<file path="src/rtl/pampy_trace_buffer_pkg.sv">
// rtl/pampy_trace_buffer_pkg.sv - shared types and helpers for the pamPy trace buffer
//
// Purpose: FSM state encoding, capture mode constants and the rd_data field
// offset helper used to unpack {pc, instr, arg, tos} entries.
// Ports: none (package).
package pampy_trace_pkg;

  typedef enum logic [1:0] {
    ST_IDLE    = 2'd0,
    ST_CAPTURE = 2'd1,
    ST_POST    = 2'd2,
    ST_DRAIN   = 2'd3
  } state_e;

  localparam logic MODE_FILL = 1'b0;
  localparam logic MODE_CIRC = 1'b1;

  typedef enum logic [1:0] {
    FLD_PC    = 2'd0,
    FLD_INSTR = 2'd1,
    FLD_ARG   = 2'd2,
    FLD_TOS   = 2'd3
  } field_e;

  // LSB position of a field inside an entry; tos sits at bit 0, pc on top.
  function automatic int field_lsb(input field_e f, input int data_w);
    case (f)
      FLD_PC:    return 3 * data_w;
      FLD_INSTR: return 2 * data_w;
      FLD_ARG:   return data_w;
      default:   return 0;
    endcase
  endfunction

endpackage

</file>
<file path="src/rtl/pampy_trace_buffer_if.sv">
// rtl/pampy_trace_buffer_if.sv - observation bus and drain port of the trace buffer
//
// Purpose: groups the core observation samples and the valid/ready read port.
// Ports (signals):
//   cap_en, pc_in, instr_in, arg_in, tos_in : sample from the core side
//   rd_valid, rd_data                       : drained entry from the buffer
//   rd_ready                                : consumer accept
// Modports: master = core/consumer side, slave = trace buffer.
interface pampy_trace_buffer_if #(
  parameter int PC_W   = 12,
  parameter int DATA_W = 8
);
  logic                      cap_en;
  logic [PC_W-1:0]           pc_in;
  logic [DATA_W-1:0]         instr_in;
  logic [DATA_W-1:0]         arg_in;
  logic [DATA_W-1:0]         tos_in;
  logic                      rd_valid;
  logic                      rd_ready;
  logic [PC_W+3*DATA_W-1:0]  rd_data;

  modport master (
    output cap_en, pc_in, instr_in, arg_in, tos_in, rd_ready,
    input  rd_valid, rd_data
  );

  modport slave (
    input  cap_en, pc_in, instr_in, arg_in, tos_in, rd_ready,
    output rd_valid, rd_data
  );
endinterface

</file>
<file path="src/rtl/pampy_trace_buffer_ram.sv">
// rtl/pampy_trace_buffer_ram.sv - trace entry storage
//
// Purpose: DEPTH x WIDTH array, one synchronous write port, one combinational
// read port. Contents are not reset.
// Ports:
//   clk           : write clock
//   we/waddr/wdata: write port
//   raddr/rdata   : asynchronous read port
module pampy_trace_ram #(
  parameter int DEPTH = 16,
  parameter int WIDTH = 36
) (
  input  logic                     clk,
  input  logic                     we,
  input  logic [$clog2(DEPTH)-1:0] waddr,
  input  logic [WIDTH-1:0]         wdata,
  input  logic [$clog2(DEPTH)-1:0] raddr,
  output logic [WIDTH-1:0]         rdata
);

  logic [WIDTH-1:0] mem [DEPTH];

  always_ff @(posedge clk) begin
    if (we) mem[waddr] <= wdata;
  end

  assign rdata = mem[raddr];

endmodule

</file>
<file path="src/rtl/pampy_trace_buffer.sv">
// rtl/pampy_trace_buffer.sv - execution-trace capture buffer for the pamPy core
//
// Purpose: captures {pc, instr, arg, tos} samples in fill-once or circular
// (PC-triggered) mode, then drains them oldest-first over a valid/ready port.
// Ports:
//   general_clk, general_reset : clock, async active-low reset
//   arm, clear, mode           : start capture, abort, capture mode (sampled at arm)
//   trig_pc, post_cnt          : trigger address and post-trigger entries (sampled at arm)
//   count, state, wrapped      : status
//   bus (slave)                : observation samples in, drained entries out
module pampy_trace_buffer
  import pampy_trace_pkg::*;
#(
  parameter int PC_W   = 12,
  parameter int DATA_W = 8,
  parameter int DEPTH  = 16,
  parameter int POST_W = 4
) (
  input  logic                     general_clk,
  input  logic                     general_reset,
  input  logic                     arm,
  input  logic                     clear,
  input  logic                     mode,
  input  logic [PC_W-1:0]          trig_pc,
  input  logic [POST_W-1:0]        post_cnt,
  output logic [$clog2(DEPTH):0]   count,
  output logic [1:0]               state,
  output logic                     wrapped,
  pampy_trace_buffer_if.slave      bus
);

  localparam int PTR_W = $clog2(DEPTH);
  localparam int CNT_W = PTR_W + 1;
  localparam int W     = PC_W + 3 * DATA_W;
  localparam logic [CNT_W-1:0] FULL = CNT_W'(DEPTH);

  state_e              st;
  logic [PTR_W-1:0]    wr_ptr;
  logic [PTR_W-1:0]    rd_ptr;
  logic [POST_W-1:0]   post_left;
  logic [POST_W-1:0]   post_cfg;
  logic [PC_W-1:0]     trig_q;
  logic                mode_q;
  logic                rd_valid_q;

  logic                we;
  logic [W-1:0]        wdata;
  logic [W-1:0]        ram_rdata;
  logic [PTR_W-1:0]    wr_ptr_inc;
  logic [CNT_W-1:0]    cnt_inc;
  logic [CNT_W-1:0]    cnt_dec;
  logic [PTR_W-1:0]    rd_start;
  logic                trig_hit;
  logic                rd_fire;

  assign we         = bus.cap_en && (st == ST_CAPTURE || st == ST_POST);
  assign wdata      = {bus.pc_in, bus.instr_in, bus.arg_in, bus.tos_in};
  assign wr_ptr_inc = wr_ptr + PTR_W'(1);
  assign cnt_inc    = (count == FULL) ? count : count + CNT_W'(1);
  assign cnt_dec    = count - CNT_W'(1);
  assign trig_hit   = (bus.pc_in == trig_q);
  assign rd_fire    = rd_valid_q && bus.rd_ready;

  // Oldest entry after the write that ends capture. When the buffer is full
  // the low bits of the count are zero, so this lands on the write pointer.
  assign rd_start   = wr_ptr_inc - cnt_inc[PTR_W-1:0];

  pampy_trace_ram #(
    .DEPTH (DEPTH),
    .WIDTH (W)
  ) u_ram (
    .clk   (general_clk),
    .we    (we),
    .waddr (wr_ptr),
    .wdata (wdata),
    .raddr (rd_ptr),
    .rdata (ram_rdata)
  );

  always_ff @(posedge general_clk or negedge general_reset) begin
    if (!general_reset) begin
      st         <= ST_IDLE;
      wr_ptr     <= '0;
      rd_ptr     <= '0;
      count      <= '0;
      post_left  <= '0;
      post_cfg   <= '0;
      trig_q     <= '0;
      mode_q     <= MODE_FILL;
      rd_valid_q <= 1'b0;
      wrapped    <= 1'b0;
    end else if (clear) begin
      st         <= ST_IDLE;
      wr_ptr     <= '0;
      rd_ptr     <= '0;
      count      <= '0;
      post_left  <= '0;
      rd_valid_q <= 1'b0;
      wrapped    <= 1'b0;
    end else begin
      case (st)
        ST_IDLE: begin
          if (arm) begin
            mode_q   <= mode;
            trig_q   <= trig_pc;
            post_cfg <= post_cnt;
            count    <= '0;
            wr_ptr   <= '0;
            wrapped  <= 1'b0;
            st       <= ST_CAPTURE;
          end
        end

        ST_CAPTURE: begin
          if (bus.cap_en) begin
            wr_ptr <= wr_ptr_inc;
            count  <= cnt_inc;
            // Only circular mode can write while already full.
            if (count == FULL) wrapped <= 1'b1;
            if (mode_q == MODE_FILL) begin
              if (cnt_inc == FULL) begin
                st         <= ST_DRAIN;
                rd_ptr     <= rd_start;
                rd_valid_q <= 1'b1;
              end
            end else if (trig_hit) begin
              post_left <= post_cfg;
              if (post_cfg == '0) begin
                st         <= ST_DRAIN;
                rd_ptr     <= rd_start;
                rd_valid_q <= 1'b1;
              end else begin
                st <= ST_POST;
              end
            end
          end
        end

        ST_POST: begin
          if (bus.cap_en) begin
            wr_ptr    <= wr_ptr_inc;
            count     <= cnt_inc;
            post_left <= post_left - POST_W'(1);
            if (count == FULL) wrapped <= 1'b1;
            if (post_left == POST_W'(1)) begin
              st         <= ST_DRAIN;
              rd_ptr     <= rd_start;
              rd_valid_q <= 1'b1;
            end
          end
        end

        ST_DRAIN: begin
          // rd_valid falls together with the last read; IDLE follows a cycle later.
          if (count == '0) begin
            st <= ST_IDLE;
          end else if (rd_fire) begin
            rd_ptr     <= rd_ptr + PTR_W'(1);
            count      <= cnt_dec;
            rd_valid_q <= (cnt_dec != '0);
          end
        end

        default: st <= ST_IDLE;
      endcase
    end
  end

  assign state        = st;
  assign bus.rd_valid = rd_valid_q;
  assign bus.rd_data  = rd_valid_q ? ram_rdata : '0;

endmodule

</file>
<file path="src/flat_wrapper.sv">
// flat-port wrapper written by rule: the top's interface ports become plain ports
module pampy_trace_buffer_flat import pampy_trace_pkg::*;
#(
  parameter int PC_W   = 12,
  parameter int DATA_W = 8,
  parameter int DEPTH  = 16,
  parameter int POST_W = 4
)
  (general_clk, general_reset, arm, clear, mode, trig_pc, post_cnt, count, state, wrapped, bus_cap_en, bus_pc_in, bus_instr_in, bus_arg_in, bus_tos_in, bus_rd_ready, bus_rd_valid, bus_rd_data);
  pampy_trace_buffer_if #(.PC_W(PC_W), .DATA_W(DATA_W)) bus_i ();
  input  logic general_clk;
  input  logic general_reset;
  input  logic arm;
  input  logic clear;
  input  logic mode;
  input  logic [PC_W-1:0] trig_pc;
  input  logic [POST_W-1:0] post_cnt;
  output logic [$clog2(DEPTH):0] count;
  output logic [1:0] state;
  output logic wrapped;
  input wire logic [$bits(bus_i.cap_en)-1:0] bus_cap_en;
  input wire logic [$bits(bus_i.pc_in)-1:0] bus_pc_in;
  input wire logic [$bits(bus_i.instr_in)-1:0] bus_instr_in;
  input wire logic [$bits(bus_i.arg_in)-1:0] bus_arg_in;
  input wire logic [$bits(bus_i.tos_in)-1:0] bus_tos_in;
  input wire logic [$bits(bus_i.rd_ready)-1:0] bus_rd_ready;
  output wire logic [$bits(bus_i.rd_valid)-1:0] bus_rd_valid;
  output wire logic [$bits(bus_i.rd_data)-1:0] bus_rd_data;
  assign bus_i.cap_en = bus_cap_en;
  assign bus_i.pc_in = bus_pc_in;
  assign bus_i.instr_in = bus_instr_in;
  assign bus_i.arg_in = bus_arg_in;
  assign bus_i.tos_in = bus_tos_in;
  assign bus_i.rd_ready = bus_rd_ready;
  assign bus_rd_valid = bus_i.rd_valid;
  assign bus_rd_data = bus_i.rd_data;
  pampy_trace_buffer #(.PC_W(PC_W), .DATA_W(DATA_W), .DEPTH(DEPTH), .POST_W(POST_W)) u_core (.general_clk(general_clk), .general_reset(general_reset), .arm(arm), .clear(clear), .mode(mode), .trig_pc(trig_pc), .post_cnt(post_cnt), .count(count), .state(state), .wrapped(wrapped), .bus(bus_i));
endmodule
</file>
<file path="config.mk">
export PLATFORM = sky130hd
export DESIGN_NAME = pampy_trace_buffer_flat
export DESIGN_NICKNAME = d
export VERILOG_FILES = /design/src/rtl/pampy_trace_buffer_pkg.sv /design/src/rtl/pampy_trace_buffer_if.sv /design/src/rtl/pampy_trace_buffer_ram.sv /design/src/rtl/pampy_trace_buffer.sv /design/src/flat_wrapper.sv
export SDC_FILE = /design/constraint.sdc
export NUM_CORES = 1
export LEC_CHECK = 0
export BUFFER_PORTS_ARGS = -buffer_cell sky130_fd_sc_hd__buf_4
export CAP_MARGIN = 20
export CORE_MARGIN = 2
export CORE_UTILIZATION = 35
export DETAILED_ROUTE_END_ITERATION = 12
export HOLD_SLACK_MARGIN = 0.03
export PLACE_DENSITY = 0.49
export SETUP_SLACK_MARGIN = 0.05
export SYNTH_ARGS = -nofsm -noshare
export SYNTH_HDL_FRONTEND = slang
export SYNTH_HIERARCHICAL = 1
export SYNTH_SLANG_ARGS = --single-unit
export TNS_END_PERCENT = 100
</file>
<file path="constraint.sdc">
create_clock -name general_clk -period 6.3 [get_ports general_clk]
set_input_delay 0.945 -clock general_clk [delete_from_list [all_inputs] [get_ports general_clk]]
set_output_delay 0.945 -clock general_clk [all_outputs]
set_load 0.01 [all_outputs]
</file>
### Word level (Yosys, flattened, before mapping)

Memory sizes are Yosys's and may differ from the RTL's.
Cells that the tools add are included.

| storage, ports and cells | value |
|---|---|
| memory bits (writable) | 576 |
| output and inout bits | 45 |
| flip-flop bits (word level) | 38 |
| input bits | 59 |
| memories kept | 1 |

Memories:

| memory | depth | width | read ports | clocked after Yosys merged registers in | write ports | RTL line | RTL |
|---|---|---|---|---|---|---|---|
| u_core.u_ram.mem | 16 | 36 | 1 | 0 | 1 | pampy_trace_buffer_ram.sv:21 | `logic [WIDTH-1:0] mem [DEPTH];` |

| operators by class | value |
|---|---|
| reduce and logical (&&, ||, !) cells | 18 |
| add/subtract/negate cells | 6 |
| bitwise logic cells | 1 |
| muxes and demuxes | 58 |
| equal/unequal tests | 21 |

Operators with widths:

| operator | count |
|---|---|
| two-way mux 4 bit | 18 |
| two-way mux 36 bit | 1 |
| two-way mux 5 bit | 6 |
| two-way mux 2 bit | 9 |
| two-way mux 1 bit | 17 |
| case mux 4 bit (2 select lines) | 2 |
| != test 3 bit (second input constant) | 5 |
| case mux 5 bit (3 select lines) | 1 |
| equality test 12 bit | 1 |
| != test 3 x 2 -> 1 bit (second input constant) | 4 |
| case mux 4 bit (3 select lines) | 1 |
| equality test 5 bit (second input constant) | 2 |
| AND reduction 9 bit | 1 |
| adder 4 x 1 -> 4 bit (second input constant) | 2 |
| != test 4 bit (second input constant) | 2 |
| case mux 2 bit (4 select lines) | 1 |
| AND reduction 4 bit | 2 |
| AND reduction 7 bit | 1 |
| != test 3 x 1 -> 1 bit (second input constant) | 2 |
| AND reduction 3 bit | 2 |
| nonzero test 3 bit | 2 |
| adder 5 x 1 -> 5 bit (second input constant) | 1 |
| zero test 5 bit | 1 |
| AND reduction 5 bit | 1 |
| other kinds (17) | 19 |

### Logic depth before layout (Yosys ltp)

Gate-level depths: netlist of the first run.

| depth | value |
|---|---|
| depth after elaboration | 9 |
| depth in mapped cells | 13 |

### By module

The synthesis of the first run kept the hierarchy.

Modules (own cells, without submodules):

| module | area each (µm²) | instances | cells each |
|---|---|---|---|
| pampy_trace_ram | 21598.2 | 1 | 902 |
| pampy_trace_buffer | 2834.0 | 1 | 312 |

### Least setup slack after synthesis of the first run

OpenSTA, ideal clock, no wires.

| timing | value |
|---|---|
| path type | register to register |
| start | register u_core.st[0] (netlist: u_core/state[0]) |
| end | memory u_core.u_ram.mem[0][0] (enable) |
| setup time | 0.474 ns |
| period minus slack after synthesis | 5.025 ns |
| cell stages (with the launch flop) | 8 |
| arrival | 4.551 ns |
| path slack | 1.275 ns |
| required time | 5.826 ns |
| path through | dfrtp_1 inv_1 ha_1 clkbuf_1 clkinv_1 nor2_1 or3b_2 nor3_1 |

| between the ends | value |
|---|---|
| word-level cells in the longest chain between the ends | 5 |

Ends and longest elaborated chain:

| element | RTL line | RTL |
|---|---|---|
| start, declared | pampy_trace_buffer.sv:37 | `state_e st;` |
| start signal, assigned | pampy_trace_buffer.sv:82 | `st <= ST_IDLE;` |
| start signal, assigned | pampy_trace_buffer.sv:93 | `st <= ST_IDLE;` |
| start signal, assigned | pampy_trace_buffer.sv:110 | `st <= ST_CAPTURE;` |
| equality test 2 x 1 -> 1 bit or equality test 2 bit (tied branches) | pampy_trace_buffer.sv:56 | `assign we = bus.cap_en && (st == ST_CAPTURE \|\| st == ST_POST);` |
| logical OR 1 bit * | pampy_trace_buffer.sv:56 |  |
| logical AND 1 bit * | pampy_trace_buffer.sv:56 |  |
| net u_core.we | pampy_trace_buffer.sv:46 | `logic we;` |
| two-way mux 1 bit * | pampy_trace_buffer_ram.sv:24 | `if (we) mem[waddr] <= wdata;` |
| two-way mux 1 bit (not written as such) * | pampy_trace_buffer_ram.sv:24 |  |
| end, declared | pampy_trace_buffer_ram.sv:21 |  |

The timed path passes the listed nets; every way through them passes the cells marked *.

### Final worst setup path of the first run

| timing | value |
|---|---|
| start | register u_core.rd_ptr[0] |
| end | output port bus_rd_data[25] |

| between the ends | value |
|---|---|
| word-level cells in the longest chain between the ends | 2 |

Ends and longest elaborated chain:

| element | RTL line | RTL |
|---|---|---|
| start, declared | pampy_trace_buffer.sv:39 | `logic [PTR_W-1:0] rd_ptr;` |
| start signal, assigned | pampy_trace_buffer.sv:123 | `rd_ptr <= rd_start;` |
| start signal, assigned | pampy_trace_buffer.sv:130 | `rd_ptr <= rd_start;` |
| start signal, assigned | pampy_trace_buffer.sv:147 | `rd_ptr <= rd_start;` |
| memory read (16 x 36 bit) | n/a |  |
| net u_core.ram_rdata[25] | pampy_trace_buffer.sv:48 | `logic [W-1:0] ram_rdata;` |
| two-way mux 36 bit | pampy_trace_buffer.sv:171 | `assign bus.rd_data = rd_valid_q ? ram_rdata : '0;` |
| end, declared | flat_wrapper.sv:28 | `output wire logic [$bits(bus_i.rd_data)-1:0] bus_rd_data;` |

The timed path passes the listed nets, and every way through them passes these cells.

==> results of run 1 <==
-- cell usage in the layout (no fill, tap or decap), types with 5 or more instances in the layout --
cell and n:
nand2b_1 7, bufinv_16 7, nand2_1 52, clkinv_1 18, dfrtp_1 35, clkinv_2 5
inv_1 15, o21ai_0 13, nor2_1 20, ha_1 16, buf_4 130, and2_1 36
nor2_4 13, mux2_2 18, nor4_1 7, xnor2_1 19, nor3_1 6, a22oi_1 73
clkbuf_1 18, a21oi_1 16, nand3_1 7, clkbuf_16 73, edfxtp_1 576, mux4_2 144
nand3b_1 6
-- path summary, 6_finish.rpt --
| check | endpoint | cells past startpoint | slack (ns) |
|---|---|---|---|
| hold reg to reg | u_core/trig_q[3]$_DFFE_PN0P_ | 1 | 0.52 |
| hold / removal | u_core/trig_q[6]$_DFFE_PN0P_ | 1 | 0.33 |
| setup / recovery | bus_rd_data[25] | 6 | 1.95 |
| max in group asynchronous | u_core/rd_ptr[0]$_DFFE_PN0P_ | 1 | 5.57 |
| setup reg to reg | u_core/u_ram/mem[1][31]$_DFFE_PP_ | 7 | 2.40 |
| min in group general_clk | u_core/trig_q[3]$_DFFE_PN0P_ | 1 | 0.52 |
-- worst max-delay path: cells and delay by family, from the launching register on --
kind                   cells  cell delay (ns)
DFF                        1             1.00
muxes                      1             0.55
buffers and inverters      2             0.68
and+or+nand+nor            2             0.27
AOI/OAI and AO/OA          1             0.29
-- layout make-up --
type                    instances  area, um2  share of cell area, %
flip-flops and latches        614      18300                   63.6
multi-input cells             521       5940                   20.7
clock buffers                  91       1890                   6.60
well taps                     931       1160                   4.06
repair buffers                132       1020                   3.54
clock inverters                33        354                   1.23
inverters                      17       63.8                  0.222
-- power by group --
group	internal, mW	switching, mW
combinational	1.30	1.36
sequential	4.64	0.208
clock	2.41	1.58
-- metrics by stage --
step	power [mW]	instance area (um2)	util, %	cells
finish	11.5	28700	41.7	2339
global route	12.0	28700	41.7	2339
CTS	11.7	28700	41.7	2339
detailed placement	7.66	26400	38.4	2215
global placement	7.65	26400	38.4	2215
floorplan	6.70	24400	-	1214
-- registers in the layout, indices dropped and copies added (netlist names), 2 cells and up --
register and count:
u_core/rd_ptr 4, u_core/post_left 4, u_core/wr_ptr 4, u_core/trig_q 12, u_core/post_cfg 4, u_core/u_ram/mem 576
u_core/count 5, u_core/state 2
-- cell families after synthesis --
logic type / count (synthesis)
multiplexers: 166
AND/OR/NAND/NOR: 179
XOR/XNOR: 20
AO/OA/AOI/OAI: 139
adder cells (fa/ha/maj): 17
buffers and inverters: 79
flip-flops: 614
-- metal layers --
metal | up-vias | GRT usage (%) | routed length, um
met3 | 86 | 3.01 | 2580
met2 | 287 | 26.4 | 27600
met4 | 2 | 4.94 | 1180
li1 | 5302 | - | -
met5 | - | 0 | 13
met1 | 6480 | 22.7 | 26000
==> summary.txt, run 1 <==
Timing
  – Hold_ws: 0.326 ns
  – RSZ-0062 raised after global routing: false
  – Tcrit/Tclk final: 69.0%
  – # setup viols final: 0
  – Final hold vios: 0
  – Max Freq: 230 MHz
  – Final Worst Setup Slack: 1.95 ns
  – Max Slew Vio Count: 0
  – Slew headroom: 35.0%
  – Skew final: 0.0133 ns
  – Fin crit period: 4.35 ns
  – Post-route setup TNS: 0 ns
  – Slew @ Worst Pin: 0.973 ns

Synthesis
  – Adder-cell share of the synthesized area: 0.901%
  – Mapped Avg Cell Area: 20.1 um2
  – Cells after Synth: 1214
  – Number of synthesized register bits: 614
  – Synth Area in Compound Gates: 4.14%
  – Largest cells by area after synthesis: edfxtp_1 71%, mux4_2 13%, dfrtp_1 3.9%
  – Mux cell area share after synthesis: 14.3%
  – Synthesized Nets: 1290
  – Cell variety after synth: 65
  – Synth area leader: edfxtp_1
  – Async S/R FF share, synth: 6.19%
  – Post-Synth Simple-Gate Area: 3.75%
  – Post-synthesis xor/xnor area fraction: 0.717%
  – Synth Flop Type: edfxtp_1
  – Synthesized cell area: 0.0244 mm2
  – Top-count cell post-synth: edfxtp_1
  – Commonest cells post-synth: 576 x edfxtp_1, 144 x mux4_2, 73 x a22oi_1
  – Post-synthesis sequential area ratio: 74.7%
  – Post-synth EDFFs: 576
  – Top cell type's share of synthesized area: 70.8%
  – Yosys warns: 6
  – Combinational family with the most area after synthesis: multiplexers

Critical path
  – Critical R2R Launch: u_core/state[0]$_DFFE_PN0P_
  – Crit. End Element: output port
  – Crit-path cells: buf_4 > mux4_2 > a22oi_1 > nand2_1 > and2_1 > buf_4
  – Crit path launch type: flip-flop
  – Kind of critical path: flip-flop to output port
  – WP data arrival: 3.40 ns
  – Worst Setup SP: u_core/rd_ptr[0]$_DFFE_PN0P_
  – Crit Path Max Fanout: 40
  – WP data required: 5.35 ns
  – Slowest CP cell: dfrtp_4
  – Critical path's largest stage delay: 1.00 ns
  – Most common cell on crit path: buf_4

Cells and area
  – Area delta synth->final: 17.4%
  – Fin nets: 1431
  – Layout cells sized above 1: 29.4%
  – Filler cells: 6094
  – Number of antenna diodes: 0

Place
  – Port Buffers: 103
  – Place WS: 2.35 ns
  – HPWL after DPL: 31.3 mm
  – Final weighted congestion in routability-driven placement: 0.758

Clocking
  – Root buf cell: clkbuf_16
  – Postcts setup bufs: 0
  – CTS Sinks: 614
  – Clk buf depth: 3
  – Post-CTS resize count: 0
  – Hold buffer count at CTS: 0
  – Num CTS Buffers: 69
  – Clk_lat worst skew: 0.61 ns
  – CTS tree: done
  – # H-tree levels: 3
  – Clock transition at the registers of the reported paths: 0.06 ns

Worst hold path
  – Tightest Hold Check Type: primary input to async pin

Floorplan
  – Die Y: 268 um
  – Core Region: 0.0688 mm2
  – Row cnt: 96
  – Die footprint: 0.0719 mm2
  – Chip Width: 268 um
  – Io pins: 104
  – Initial Util: 35.5%

Global route
  – Total Routing Usage GR: 16.4%
  – Number of global-route vias before repair: 12.9k
  – First-pass GRT wire length: 85.3 mm
  – Initial antenna violation count: 3
  – Largest net degree at the start of global routing: 55
  – Grt total ovfl: 0

Job
  – Number of max-cap violations: 0

Power
  – Leakage power: 9.13 nW
  – Max IR drop VDD: 0.221 mV
  – Pwr/cell area: 400 mW/mm2

Drt
  – Final wirelength: 57.3 mm
  – Vias: 12.2k
  – Iteration count of the initial detailed-routing pass: 5
  – Vias per cell: 5.20
  – DRT iter0 DRCs: 832
  – Post-DRT Antenna Nets: 0
  – DRC: 0
  – DR WL/cell: 24.5 um

Outcome
  – Status: complete, no violations
No activity file was read; power rests on OpenSTA's default activity.
==> run 2: changes to the inputs <==
Settings changed: PLACE_DENSITY 0.49 to 0.51.
Clock period 6.3 ns to 4 ns, I/O delays scaled along.
==> run 2 against run 1 <==
Compared with the run above:
- register-to-register slack got worse by 1.8 ns
- flip-flop and latch count did not move
- cell count up 0.26%
- die area unchanged
- clock power increased by 48%
- critical path depth did not move
==> summary.txt, run 2 (synthesized netlist as in run 1, its figures left out) <==
Clocking
  – Post-CTS resize count: 0
  – CTS Sinks: 614
  – Root buf cell: clkbuf_16
  – CTS tree: done
  – # H-tree levels: 3
  – Clock transition at the registers of the reported paths: 0.06 ns
  – Clk buf depth: 3
  – Num CTS Buffers: 67
  – Postcts setup bufs: 0
  – Clk_lat worst skew: 0.59 ns

Power
  – Leakage power: 9.13 nW
  – Pwr/cell area: 618 mW/mm2
  – Reg power frac: 42.5%
  – Pint: 12.9 mW
  – Switch share: 27.6%
  – Comb pwr share: 24.5%
  – Max IR drop VDD: 0.269 mV
  – Clock power share: 33.0%
  – Psw: 4.91 mW

Cells and area
  – Layout cells sized above 1: 29.7%
  – Most common cell after layout, fill and taps aside: edfxtp_1
  – Area delta synth->final: 17.8%
  – Biggest register: u_core/u_ram/mem
  – Fin cells: 2345
  – Final Instance Area: 0.0288 mm2
  – Utilization after layout: 41.8%
  – Commonest cells after routing, fill and taps aside: 576 x edfxtp_1, 144 x mux4_2, 128 x buf_4
  – Fin nets: 1440
  – Filler cells: 6095
  – Largest register FFs: 576
  – Top flop regs: u_core/u_ram/mem (576), u_core/trig_q (12), u_core/count (5)

Floorplan
  – Core Region: 0.0688 mm2
  – Die footprint: 0.0719 mm2
  – Chip Width: 268 um
  – Row cnt: 96
  – Io pins: 104
  – Die Y: 268 um
  – Initial Util: 35.5%

Timing
  – Slew @ Worst Pin: 0.854 ns
  – Slew headroom: 42.9%
  – Max Slew Vio Count: 0
  – Skew final: 0.0215 ns
  – Tcrit/Tclk final: 87.2%
  – Max Freq: 287 MHz
  – RSZ-0062 raised after global routing: false
  – Final hold vios: 0
  – Hold_ws: 0.240 ns
  – Fin crit period: 3.49 ns
  – # setup viols final: 0
  – Post-route setup TNS: 0 ns

Critical path
  – Crit path launch type: flip-flop
  – Critical R2R Launch: u_core/state[0]$_DFFE_PN0P_
  – Reg2Reg Setup Slack: 0.58 ns
  – Worst r2r path cells: 7
  – WP data required: 3.40 ns
  – Reg-to-Reg End: u_core/u_ram/mem[8][6]$_DFFE_PP_
  – Crit Path Max Fanout: 33
  – Crit. End Element: output port
  – Kind of critical path: flip-flop to output port
  – WP data arrival: 2.89 ns
  – Worst Setup SP: u_core/rd_ptr[0]$_DFFE_PN0P_

Drt
  – DR WL/cell: 23.8 um
  – Final wirelength: 55.8 mm
  – Vias: 12.1k
  – DRC: 0
  – Iteration count of the initial detailed-routing pass: 4
  – Vias per cell: 5.18
  – Post-DRT Antenna Nets: 0
  – DRT iter0 DRCs: 908

Place
  – Port Buffers: 103
  – HPWL after DPL: 32.0 mm
  – Final weighted congestion in routability-driven placement: 0.760
  – Placed Instance Area: 0.0267 mm2
  – # placed instances: 2225

Outcome
  – Status: complete, no violations

Worst hold path
  – Tightest Hold Check Type: primary input to flip-flop
  – Hold Path Stages: 2
  – Worst hold start: trig_pc[7]
  – End of the worst hold path: u_core/trig_q[7]$_DFFE_PN0P_

Global route
  – Largest net degree at the start of global routing: 68
  – Initial antenna violation count: 1
  – Grt total ovfl: 0
  – First-pass GRT wire length: 83.0 mm
  – Total Routing Usage GR: 15.8%
  – Number of global-route vias before repair: 12.8k

Job
  – Number of max-cap violations: 0
run 2: cell types whose count changed in the layout (fill, tap and decap cells not counted), moves of 4 or more:
cell | previous run | this run
nor3_4 | 0 | 4
clkinv_2 | 5 | 10
clkbuf_16 | 73 | 69
buf_12 | 2 | 14
nor3_2 | 4 | 0
run 2: per-layer routing:
layer / GRT usage [%] / up-vias / part of all wire, %
met5: 0 / - / 0
met4: 4.38 / 0 / 1.6
met3: 2.57 / 68 / 4.1
met2: 25.6 / 256 / 48
met1: 22.1 / 6498 / 46
li1: - / 5315 / -
run 2: stage by stage:
| stage | worst slack (ns) | power, mW |
|---|---|---|
| after CTS | 0.462 | 18.1 |
| after global placement | 0.793 | 12.1 |
| after detailed placement | 0.653 | 12.2 |
| after floorplan | -0.0458 | 10.6 |
| after global routing | 0.398 | 18.7 |
| final | 0.512 | 17.8 |
run 2: worst max path at each step:
stage,end,slack [ns],depth (start not counted)
2_1_floorplan,u_core/u_ram/mem[1][0]$_DFFE_PP_,-0.05,7
3_5_place_dp,u_core/u_ram/mem[8][6]$_DFFE_PP_,0.65,7
6_report,bus_rd_data[35],0.51,6
5_1_grt,bus_rd_data[35],0.40,6
4_1_cts,bus_rd_data[35],0.46,6
3_3_place_gp,u_core/u_ram/mem[8][20]$_DFFE_PP_,0.79,7
run 2: area by class of cell:
class | count | area (um2) | area share [%]
flip-flops and latches | 614 | 18300 | 63.4
multi-input cells | 521 | 5970 | 20.7
clock buffers | 85 | 1790 | 6.21
repair buffers | 143 | 1250 | 4.35
well taps | 931 | 1160 | 4.05
clock inverters | 33 | 289 | 1.00
inverters | 17 | 63.8 | 0.222
diodes | 1 | 2.50 | 0.00869
run 2: critical path, cell delays in order, from the launching register on:
cell     delay (ns)
dfrtp_4        0.58
buf_12         0.31
mux4_2         0.54
a22oi_1        0.35
nand2_1        0.19
and2_1         0.19
buf_4          0.14
run 2: what timing repair did:
| action | in CTS | in global routing |
|---|---|---|
| setup endpoints to repair | 0 | 0 |
| hold endpoints to repair | 38 | 0 |
| hold buffers | 1 | 0 |
run 2: power groups by stage:
stage / sequential [mW] / combinational, mW / clock, mW
final: 7.56 / 4.36 / 5.88
after global routing: 7.60 / 4.77 / 6.31
after CTS: 7.57 / 4.46 / 6.06
after detailed placement: 7.70 / 4.45 / 0
after global placement: 7.69 / 4.43 / 0
after floorplan: 7.56 / 3.00 / 0
